File: src/rtl/des_decrypt_key_stream.sv
`default_nettype none
// ============================================================================
// Module   : des_decrypt_key_stream
// Purpose  : DES decryption key schedule; streams K16..K1 over valid/ready.
// Revision : 1.0 - initial release
// ============================================================================
module des_decrypt_key_stream (
    input  logic        clk,
    input  logic        rst_n,
    input  logic        start,
    input  logic [1:64] keyIn,
    input  logic        subkey_ready,
    output logic [1:48] subkey,
    output logic        subkey_valid,
    output logic [4:0]  key_num,
    output logic        busy,
    output logic        done
);

    typedef enum logic [2:0] {
        S_IDLE = 3'd0,
        S_LOAD = 3'd1,
        S_CALC = 3'd2,
        S_OUT  = 3'd3,
        S_ROT  = 3'd4,
        S_DONE = 3'd5
    } state_t;

    localparam int c_PC1 [56] = '{
        57, 49, 41, 33, 25, 17,  9,  1, 58, 50, 42, 34, 26, 18,
        10,  2, 59, 51, 43, 35, 27, 19, 11,  3, 60, 52, 44, 36,
        63, 55, 47, 39, 31, 23, 15,  7, 62, 54, 46, 38, 30, 22,
        14,  6, 61, 53, 45, 37, 29, 21, 13,  5, 28, 20, 12,  4
    };

    localparam int c_PC2 [48] = '{
        14, 17, 11, 24,  1,  5,  3, 28, 15,  6, 21, 10,
        23, 19, 12,  4, 26,  8, 16,  7, 27, 20, 13,  2,
        41, 52, 31, 37, 47, 55, 30, 40, 51, 45, 33, 48,
        44, 49, 39, 56, 34, 53, 46, 42, 50, 36, 29, 32
    };

    function automatic logic [1:56] f_pc1(input logic [1:64] k);
        logic [1:56] r;
        r = '0;
        for (int i = 0; i < 56; i++) begin
            r[i+1] = k[c_PC1[i]];
        end
        return r;
    endfunction

    function automatic logic [1:48] f_pc2(input logic [1:56] cd);
        logic [1:48] r;
        r = '0;
        for (int i = 0; i < 48; i++) begin
            r[i+1] = cd[c_PC2[i]];
        end
        return r;
    endfunction

    state_t      r_state;
    logic [1:64] r_key;
    logic [1:28] r_c;
    logic [1:28] r_d;
    logic        r_start_prev;

    logic        w_start_edge;
    logic        w_handshake;
    logic        w_single_shift;
    logic [1:56] w_pc1;
    logic [1:48] w_pc2;

    assign w_start_edge   = start & ~r_start_prev;
    assign w_handshake    = subkey_valid & subkey_ready;
    assign w_single_shift = (key_num == 5'd1) | (key_num == 5'd2) |
                            (key_num == 5'd9) | (key_num == 5'd16);
    assign w_pc1          = f_pc1(r_key);
    assign w_pc2          = f_pc2({r_c, r_d});

    always_ff @(posedge clk or negedge rst_n) begin
        if (!rst_n) begin
            r_state      <= S_IDLE;
            r_key        <= '0;
            r_c          <= '0;
            r_d          <= '0;
            r_start_prev <= 1'b0;
            subkey       <= '0;
            subkey_valid <= 1'b0;
            key_num      <= 5'd0;
            busy         <= 1'b0;
            done         <= 1'b0;
        end else begin
            r_start_prev <= start;
            case (r_state)
                S_IDLE: begin
                    if (w_start_edge) begin
                        r_key   <= keyIn;
                        busy    <= 1'b1;
                        key_num <= 5'd16;
                        r_state <= S_LOAD;
                    end
                end
                // C16/D16 equal C0/D0, so K16 needs no rotation
                S_LOAD: begin
                    r_c     <= w_pc1[1:28];
                    r_d     <= w_pc1[29:56];
                    r_state <= S_CALC;
                end
                S_CALC: begin
                    subkey       <= w_pc2;
                    subkey_valid <= 1'b1;
                    r_state      <= S_OUT;
                end
                S_OUT: begin
                    if (w_handshake) begin
                        subkey_valid <= 1'b0;
                        if (key_num == 5'd1) begin
                            done    <= 1'b1;
                            busy    <= 1'b0;
                            r_state <= S_DONE;
                        end else begin
                            r_state <= S_ROT;
                        end
                    end
                end
                // Undo the forward left shift of round key_num: rotate right
                S_ROT: begin
                    if (w_single_shift) begin
                        r_c <= {r_c[28], r_c[1:27]};
                        r_d <= {r_d[28], r_d[1:27]};
                    end else begin
                        r_c <= {r_c[27:28], r_c[1:26]};
                        r_d <= {r_d[27:28], r_d[1:26]};
                    end
                    key_num <= key_num - 5'd1;
                    r_state <= S_CALC;
                end
                S_DONE: begin
                    if (!start) begin
                        done    <= 1'b0;
                        r_state <= S_IDLE;
                    end
                end
                default: begin
                    r_state <= S_IDLE;
                end
            endcase
        end
    end

endmodule
`default_nettype wire

File: config.mk
export PLATFORM = sky130hd
export DESIGN_NAME = des_decrypt_key_stream
export DESIGN_NICKNAME = d
export VERILOG_FILES = /design/src/rtl/des_decrypt_key_stream.sv
export SDC_FILE = /design/constraint.sdc
export NUM_CORES = 1
export LEC_CHECK = 0
export ABC_CLOCK_PERIOD_IN_PS = 2050
export BUFFER_PORTS_ARGS = -buffer_cell sky130_fd_sc_hd__buf_2
export CAP_MARGIN = 20
export CORE_MARGIN = 5
export CORE_UTILIZATION = 54
export CTS_BUF_LIST = sky130_fd_sc_hd__clkbuf_2 sky130_fd_sc_hd__clkbuf_4 sky130_fd_sc_hd__clkbuf_8
export CTS_CLUSTER_DIAMETER = 100
export CTS_CLUSTER_SIZE = 28
export DETAILED_ROUTE_END_ITERATION = 12
export PLACE_DENSITY = 0.77
export SLEW_MARGIN = 15
export SYNTH_ARGS = -nofsm -noshare
export SYNTH_HDL_FRONTEND = slang
export SYNTH_SLANG_ARGS = --single-unit
export TNS_END_PERCENT = 1
File: constraint.sdc
create_clock -name clk -period 2.05 [get_ports clk]
set_clock_uncertainty 0.1 [all_clocks]
set_input_delay 0 -clock clk [delete_from_list [all_inputs] [get_ports clk]]
set_output_delay 0 -clock clk [all_outputs]
set_load 0.02 [all_outputs]
==> out/metrics.cfg, run 1 <==
[run_status]
status=completed

[global_routing]
grt_pass1_wl_um=37800
grt-busiest-layer=met2
use_met2_pct=42.2
grt_pass1_vias=7370
grtUsageMet1_pct=32.4
grt-ovfl-total=0
grt_use_met3_pct=5.77
antenna_found_initial=1
grtUsageTotal_pct=25.3
grt_max_degree=57

[clock_network]
path_clk_slew_ps=100
numCtsBuffers=17
cts_root_buf=clkbuf_8
insertion_delay_ps=470
cts_max_level=4
clock_path_buffers=2
cts_tree=built
cts_sinks=172

[sta]
grt_setup_unrepaired=no
hold_viol=0
fmax_ghz=0.503
setup_viol=0
min_period_ps=1990
period_share_pct=97.1
slew-limit-headroom_pct=56.8
report.final.slew_viol_count=0
tightestPinTransition_ps=648

[floorplan]
start_util_pct=54.6
num_io_pins=124
die_h_um=136
die_area_mm2=0.0185
num_rows=46
core_mm2=0.0157
die_w_um=136

[place]
place.gp.congestion=0.814
port_buffers=115
hpwl_um=14000
dp_cells=1032

[finish]
utilization_pct=66.7
final_nets=967
final_cells=1125
fill_cells=1162
drive_above_1_share_pct=32.4
syn_to_final_growth_pct=22.1

[drt]
totalWireLength_um=23100
ant_nets=0
drc=0
drt_iter0_drc=864
num_vias=7370
first_pass_iters=5
via_per_inst=6.55
route.detailed.wl_per_inst_um=20.5

[logic_synthesis]
synth_top_area_share_pct=50.2
synthTopCellsByArea=dfrtp_1 (50%), mux2_4 (9.5%), mux2_2 (6.6%)
syn-instance-count=753
synth_edf_count=0
seq_area_frac_synth_pct=50.2
syn_avg_cell_area_um2=11.4
yosys-top-cells-count=dfrtp_1 (172), o21ai_0 (62), nand3_1 (61), a31oi_1 (57)
synth-main-ff-cell=dfrtp_1
synth-seq-cells=172
yosysMostFrequentCell=dfrtp_1
syn-cell-area_mm2=0.00858
synth-warning-count=0
synth_top_cell_by_area=dfrtp_1
synth_cell_types=34
synthesis.nets=825
synthArstFlopShare_pct=100

[setup_path]
critPathLaunch=r_state[1]
crit_path_start_kind=flop
path_max_fanout=41
required_ps=2300
reg2reg_slack_ps=60
r2r_start=r_state[1]
cp-end-kind=flop
worstPathArrival_ps=2240
critPathKind=flop to flop

[worst_hold_path]
worstHoldStart=start
hp-class=primary input to flop

[power]
p_leak_nw=4.57
powerDensity_mw_per_mm2=1800
peakVddDrop_v=0.000894
finalPower_mw=18.8

[run]
maxCapViolCount=0

==> placed cells by master (no fill, tap or decap), drive strengths merged <==
| cell | Yosys | layout |
|---|---|---|
| clkinvlp | 0 | 4 |
| dlygate4sd3 | 0 | 60 |
| bufinv | 0 | 2 |
| or4 | 1 | 1 |
| buf | 25 | 144 |
| nor2 | 8 | 8 |
| o21ba | 1 | 1 |
| o31ai | 56 | 56 |
| nor3 | 1 | 1 |
| nand3 | 61 | 61 |
| ha | 4 | 4 |
| inv | 5 | 6 |
| a31o | 1 | 1 |
| mux2 | 104 | 104 |
| clkinv | 0 | 6 |
| a31oi | 57 | 57 |
| o21a | 2 | 2 |
| o31a | 1 | 1 |
| nand2 | 6 | 6 |
| o2bb2ai | 56 | 56 |
| diode | 0 | 1 |
| a21o | 1 | 1 |
| or2 | 1 | 1 |
| a21oi | 5 | 5 |
| and3 | 1 | 1 |
| dfrtp | 172 | 172 |
| mux2i | 2 | 2 |
| o21ai | 62 | 62 |
| nand2b | 1 | 1 |
| nor4b | 1 | 1 |
| clkbuf | 56 | 19 |
| or3b | 1 | 1 |
| o22ai | 56 | 56 |
| nor2b | 3 | 3 |
| nand4 | 2 | 2 |
==> metrics by stage <==
step	cell area [µm²]	setup TNS (ps)	setup WS (ps)	hold slack, ps
2_1_floorplan	8580	-1970	-49.3	-396
3_3_place_gp	9470	0	102	-110
6_report	10500	0	60.5	119
4_1_cts	10500	0	18.6	106
3_5_place_dp	9470	0	47.4	-106
5_1_grt	10500	0	3.87	126
==> path summary, 6_finish.rpt <==
| kind | to | cells after the start |
|---|---|---|
| max | r_key[53] | 4 |
| min reg2reg | subkey[25] | 1 |
| min | r_start_prev | 2 |
| max reg2reg | r_key[53] | 4 |
| max in group asynchronous | r_d[17] | 4 |
| min in group asynchronous | subkey[36] | 3 |
==> layout make-up <==
class / instances / area (µm²) / area share [%]
Sequential cell: 172 / 4310 / 41.1
Multi-Input combinational cell: 495 / 3920 / 37.5
Timing Repair Buffer: 204 / 1550 / 14.8
Tap cell: 216 / 270 / 2.58
Clock buffer: 19 / 255 / 2.44
Clock inverter: 13 / 144 / 1.37
Inverter: 5 / 18.8 / 0.179
Antenna cell: 1 / 2.50 / 0.0239
==> registers in the layout, summed over array words and instances (netlist names) <==
name,cells
r_start_prev,1
subkey_valid,1
r_key,56
done,1
subkey,48
r_d,28
r_c,28
busy,1
key_num,5
r_state,3
==> kinds of logic after synthesis <==
group           Yosys count  share of synthesized area, %
fa+ha+maj                 4                         0.584
simple gates             87                          5.11
compound gates          298                          23.4
buf+inv                  86                          4.52
flops                   172                          50.2
mux                     106                          16.3
==> critical path, cell delays in order (launching register included) <==
cell     delay [ps]
dfrtp_2         410
or2_2           310
or4_4           460
buf_12          240
mux2_4          320
==> what timing repair did <==
action,4_1_cts,5_1_grt
setup buffers,0,0
hold endpoints to repair,235,0
gates resized for setup,0,1
hold buffers,60,0
setup endpoints to repair,0,17
==> metal layers <==
layer / part of all wire [%] / vias to the layer above
li1: - / 3201
met1: 40 / 3662
met2: 50 / 458
met3: 8.2 / 49
met4: 2.1 / 0
met5: 0 / -
==> power by group <==
| group | switching [mW] | internal (mW) | leakage (nW) | total [mW] |
|---|---|---|---|---|
| combinational | 5.24 | 4.33 | 2.32 | 9.57 |
| sequential | 1.71 | 5.17 | 2.06 | 6.88 |
| clock | 1.26 | 1.13 | 0.192 | 2.40 |
Note: power is estimated with default switching activity, not from simulation.
==> run 2, diff against run 1 <==
MAX_ROUTING_LAYER = met4   (was unset)
==> out/metrics.cfg, run 2 (synthesis gave the netlist of run 1 again) <==
[setup_path]
path_cells=or2_2, or4_4, buf_12, mux2_4
crit_path_start_kind=flop
critPathKind=flop to flop
path_max_fanout=41  ; unchanged
crit_family=simple AND/OR/NAND/NOR gates
reg2reg_slack_ps=60  ; about the same
max_stage_delay_ps=460  ; about the same
critPathSlowestCell=or4_4
required_ps=2300  ; about the same
cp-end-kind=flop
worstPathArrival_ps=2240  ; about the same
critPathBufInv=1  ; unchanged

[place]
hpwl_um=14000  ; unchanged
port_buffers=115  ; unchanged
place.gp.congestion=0.826  ; +1.5%
dp_slack_ps=47.4  ; unchanged

[drt]
first_pass_iters=7  ; +2
route.detailed.wl_per_inst_um=20.6  ; +0.49%
num_vias=7408  ; +0.52%
ant_nets=0  ; unchanged
drc=0  ; unchanged
totalWireLength_um=23200  ; +0.49%
via_per_inst=6.58  ; +0.52%
drt_iter0_drc=972  ; +13%

[global_routing]
antenna_found_initial=1  ; unchanged
use_met2_pct=42.2  ; -0.083 points
grt-busiest-layer=met2
grt_max_degree=57  ; unchanged
grtUsageTotal_pct=26.1  ; +0.79 points
grt_pass1_wl_um=37800  ; about the same
grtUsageMet1_pct=32.6  ; +0.22 points
grt_use_met3_pct=5.77  ; unchanged
grt-ovfl-total=0  ; unchanged
grt_pass1_vias=7373  ; +0.041%

[power]
p_clk_share_pct=12.7  ; about the same
swShare_pct=43.6  ; about the same
finalPower_mw=18.8  ; about the same
switching_power_mw=8.22  ; about the same
powerDensity_mw_per_mm2=1800  ; about the same
intPower_mw=10.6  ; about the same
comb_power_share_pct=50.7  ; about the same
peakVddDrop_v=0.000894  ; about the same
power_frac_seq_pct=36.5  ; about the same
p_leak_nw=4.57  ; unchanged

[finish]
fill_cells=1162  ; unchanged
top_register=r_key
drive_above_1_share_pct=32.4  ; unchanged
final_common_cell=dfrtp_1
layout_common_cells=dfrtp_1 (170), buf_2 (114), o21ai_0 (61)
reg_top3=r_key x56, subkey x48
largest_register_ffs=56  ; unchanged
final_nets=967  ; unchanged
syn_to_final_growth_pct=22.1  ; unchanged

[floorplan]
start_util_pct=54.6  ; unchanged
num_rows=46  ; unchanged
core_mm2=0.0157  ; unchanged
die_w_um=136  ; unchanged
die_h_um=136  ; unchanged
num_io_pins=124  ; unchanged
die_area_mm2=0.0185  ; unchanged

[sta]
setup_ws_ps=62.5  ; +2.06 ps
period_share_pct=96.9  ; -0.10 points
fmax_ghz=0.503  ; +0.10%
report.final.slew_viol_count=0  ; unchanged
slew-limit-headroom_pct=56.4  ; -0.40 points
hold_viol=0  ; unchanged
tightestPinTransition_ps=654  ; +6.01 ps
setup_viol=0  ; unchanged
grt_setup_unrepaired=no
min_period_ps=1990  ; -2.06 ps
hold_ws_ps=114  ; -4.78 ps

[worst_hold_path]
hp-class=primary input to flop

[clock_network]
insertion_delay_ps=480  ; about the same
cts_root_buf=clkbuf_8
numCtsBuffers=17  ; unchanged
cts_max_level=4  ; unchanged
clock_path_buffers=2  ; unchanged
cts_sinks=172  ; unchanged
post_cts_buffers=0  ; unchanged
path_clk_slew_ps=90  ; about the same
cts_tree=built

[run_status]
status=completed

[run]
maxCapViolCount=0  ; unchanged

==> run 2: cell counts in the layout (fill, tap and decap cells not counted) <==
No cell type changed its count.
==> run 2: timing repair <==
item / in CTS / in global routing
resized for setup: 0 / 1
setup endpoints to repair: 0 / 16
hold endpoints to repair: 235 / 0
hold buffers: 60 / 0
==> run 2: final timing paths <==
| path | startpoint | endpoint | depth (start not counted) |
|---|---|---|---|
| worst max-delay path | r_state[1] | r_key[62] | 4 |
| worst min-delay path | start | r_start_prev | 2 |
| worst max register to register | r_state[1] | r_key[62] | 4 |
| worst min register to register | subkey[25] | subkey[25] | 1 |
| max in group asynchronous | rst_n | r_d[17] | 4 |
| min in group asynchronous | rst_n | r_state[2] | 3 |
==> run 2: worst register-to-register path: cells and delay by family (launching register included) <==
| kind | cells | cell delay [ps] |
|---|---|---|
| mux | 1 | 330 |
| flops | 1 | 410 |
| simple gates | 2 | 770 |
| buf+inv | 1 | 240 |
==> run 2: per-layer routing <==
layer	vias up	part of all wire (%)
met2	440	49
met1	3688	41
li1	3211	-
met5	-	0
met4	0	2.4
met3	69	7.5
==> run 2: power groups by stage <==
| stage | registers (mW) | clock network [mW] | logic [mW] |
|---|---|---|---|
| after CTS | 6.81 | 2.43 | 9.49 |
| after global routing | 7.08 | 2.59 | 10.3 |
| final | 6.89 | 2.40 | 9.56 |
| after detailed placement | 6.85 | 0 | 9.38 |
| after global placement | 6.74 | 0 | 8.91 |
| after floorplan | 7.00 | 0 | 6.27 |
==> run 2: area by class of cell <==
cell class                 instances  area (µm²)  area share [%]
antenna                            1        2.50          0.0239
clock buffer                      19         255            2.44
clock inverter                    13         144            1.37
inverter                           5        18.8           0.179
multi-input combinational        495        3920            37.5
sequential                       172        4310            41.1
tap                              216         270            2.58
timing repair buffer             204        1550            14.8
==> run 2: stage by stage <==
step	setup TNS, ps	instances	util [%]	cell area, µm²
after floorplan	-1970	753	-	8580
after global placement	0	1032	60.3	9470
after detailed placement	0	1032	60.3	9470
after CTS	0	1124	66.6	10500
after global routing	0	1125	66.7	10500
final	0	1125	66.7	10500
==> run 3, diff against run 2 <==
BUFFER_PORTS_ARGS = -buffer_cell sky130_fd_sc_hd__buf_4   (was -buffer_cell sky130_fd_sc_hd__buf_2)
CORE_UTILIZATION = 52   (was 54)
CTS_BUF_LIST = unset   (was sky130_fd_sc_hd__clkbuf_2 sky130_fd_sc_hd__clkbuf_4 sky130_fd_sc_hd__clkbuf_8)
PLACE_DENSITY = 0.72   (was 0.77)
==> out/metrics.cfg, run 3 (synthesis gave the netlist of run 1 again) <==
[clock_network]
insertion_delay_ps=430  ; -50 ps
numCtsBuffers=17  ; unchanged
cts_sinks=172  ; unchanged
clock_path_buffers=2  ; unchanged
cts_max_level=4  ; unchanged
cts_tree=built
path_clk_slew_ps=70  ; -20 ps
cts_root_buf=clkbuf_16

[drt]
ant_nets=0  ; unchanged
via_per_inst=6.52  ; -1.0%
route.detailed.wl_per_inst_um=21.2  ; +2.8%
num_vias=7332  ; -1.0%
totalWireLength_um=23800  ; +2.8%
first_pass_iters=6  ; -1
drc=0  ; unchanged
drt_iter0_drc=997  ; +2.6%

[finish]
fin_area_mm2=0.0110  ; +5.1%
final_nets=964  ; -0.31%
multi_input_area_mm2=0.00393  ; +0.16%
layout_common_cells=dfrtp_1 (170), buf_4 (125), o21ai_0 (61)
fill_cells=1177  ; +1.3%
reg_top3=r_key x56, subkey x48
utilization_pct=67.1  ; +0.42 points
syn_to_final_growth_pct=28.3
n_antenna_cell=0  ; -1
final_common_cell=dfrtp_1
seq_area_mm2=0.00431  ; unchanged
drive_above_1_share_pct=32.4  ; about the same
top_register=r_key
largest_register_ffs=56  ; unchanged

[run_status]
status=completed

[power]
powerDensity_mw_per_mm2=1840  ; +2.2%
p_leak_nw=4.76  ; +4.2%
peakVddDrop_v=0.00120  ; +34%

[place]
place_area_mm2=0.00977  ; +3.2%
port_buffers=115  ; unchanged
place.gp.congestion=0.804  ; -2.6%
hpwl_um=13800  ; -1.8%
dp_slack_ps=24.3  ; -23.1 ps

[sta]
fmax_ghz=0.502  ; -0.31%
min_period_ps=1990  ; +6.19 ps
setup_viol=0  ; unchanged
hold_viol=0  ; unchanged
fin_tns_setup_ps=0  ; unchanged
report.final.slew_viol_count=0  ; unchanged
period_share_pct=97.3  ; +0.30 points
slew-limit-headroom_pct=51.9  ; -4.5 points
tightestPinTransition_ps=721  ; +67.2 ps
hold_ws_ps=3.85  ; -110 ps
setup_ws_ps=56.3  ; -6.19 ps
grt_setup_unrepaired=no

[global_routing]
antenna_found_initial=0  ; -1
grt_pass1_vias=7533  ; +2.2%
grt-ovfl-total=0  ; unchanged
grt_max_degree=66  ; +16%
grt_pass1_wl_um=38700  ; +2.4%
grtUsageTotal_pct=25.1  ; -1.0 points

[setup_path]
cp-end-kind=flop
r2r_start=r_state[1]
critPathSlowestCell=or4_4
critPathBufInv=1  ; unchanged
crit_family=simple AND/OR/NAND/NOR gates
required_ps=2260  ; -40 ps
path_max_fanout=28  ; -32%
critPathKind=flop to flop
crit_path_start_kind=flop
worstPathArrival_ps=2210  ; -30 ps
path_cells=or2_2, or4_4, buf_12, mux2_4
critPathLaunch=r_state[1]
max_stage_delay_ps=490  ; +30 ps

[floorplan]
core_mm2=0.0164  ; +4.4%
die_h_um=138  ; +1.8%
die_area_mm2=0.0192  ; +3.6%
die_w_um=138  ; +1.8%
num_io_pins=124  ; unchanged
num_rows=47  ; +2.2%
start_util_pct=52.3  ; -2.3 points

[worst_hold_path]
hp-class=primary input to asynchronous set/reset pin

[run]
maxCapViolCount=0  ; unchanged

[run 3: per-stage QoR]
step | std cells | power (mW)
global placement | 1033 | 16.1
floorplan | 753 | 13.3
finish | 1125 | 20.2
global route | 1125 | 21.4
detailed placement | 1033 | 16.6
CTS | 1124 | 20.1
[run 3: where the power goes]
part / leakage (nW) / switching [mW] / internal [mW]
registers: 2.06 / 1.76 / 5.18
logic: 2.42 / 5.29 / 4.67
clock network: 0.282 / 1.38 / 1.95
[run 3: path summary, 6_finish.rpt]
path	to	slack [ps]	cells after the start
setup / recovery	r_key[54]	60	4
hold / removal	subkey[36]	4	2
setup reg to reg	r_key[54]	60	4
hold reg to reg	subkey[28]	410	1
max in group asynchronous	r_d[22]	1090	3
min in group clk	r_start_prev	150	2
[run 3: layout make-up]
| class | instances | share of cell area (%) |
|---|---|---|
| sequential | 172 | 39.1 |
| multi-input combinational | 495 | 35.7 |
| timing repair buffer | 201 | 16.9 |
| clock buffer | 19 | 4.02 |
| tap | 220 | 2.50 |
| clock inverter | 13 | 1.52 |
| inverter | 5 | 0.171 |
[run 3: timing repair]
| item | CTS | global route |
|---|---|---|
| setup endpoints to repair | 1 | 5 |
| endpoints found under the hold margin | 235 | 0 |
| setup buffers | 0 | 0 |
| gates resized for setup | 1 | 2 |
| hold buffers | 59 | 0 |
| cloned | 0 | 1 |
[run 3: worst reg2reg max path, cell delays in order, from the launching register on]
cell	delay (ps)
dfrtp_2	410
or2_2	310
or4_4	490
buf_12	210
mux2_4	350
[run 3: routing by layer]
metal  global-route usage [%]  share of wire (%)  vias up
met5                        -                  0        -
met4                     9.78                2.1        0
met3                     5.39                7.0       47
met2                     39.9                 50      385
met1                     31.8                 41     3687
li1                         -                  -     3213
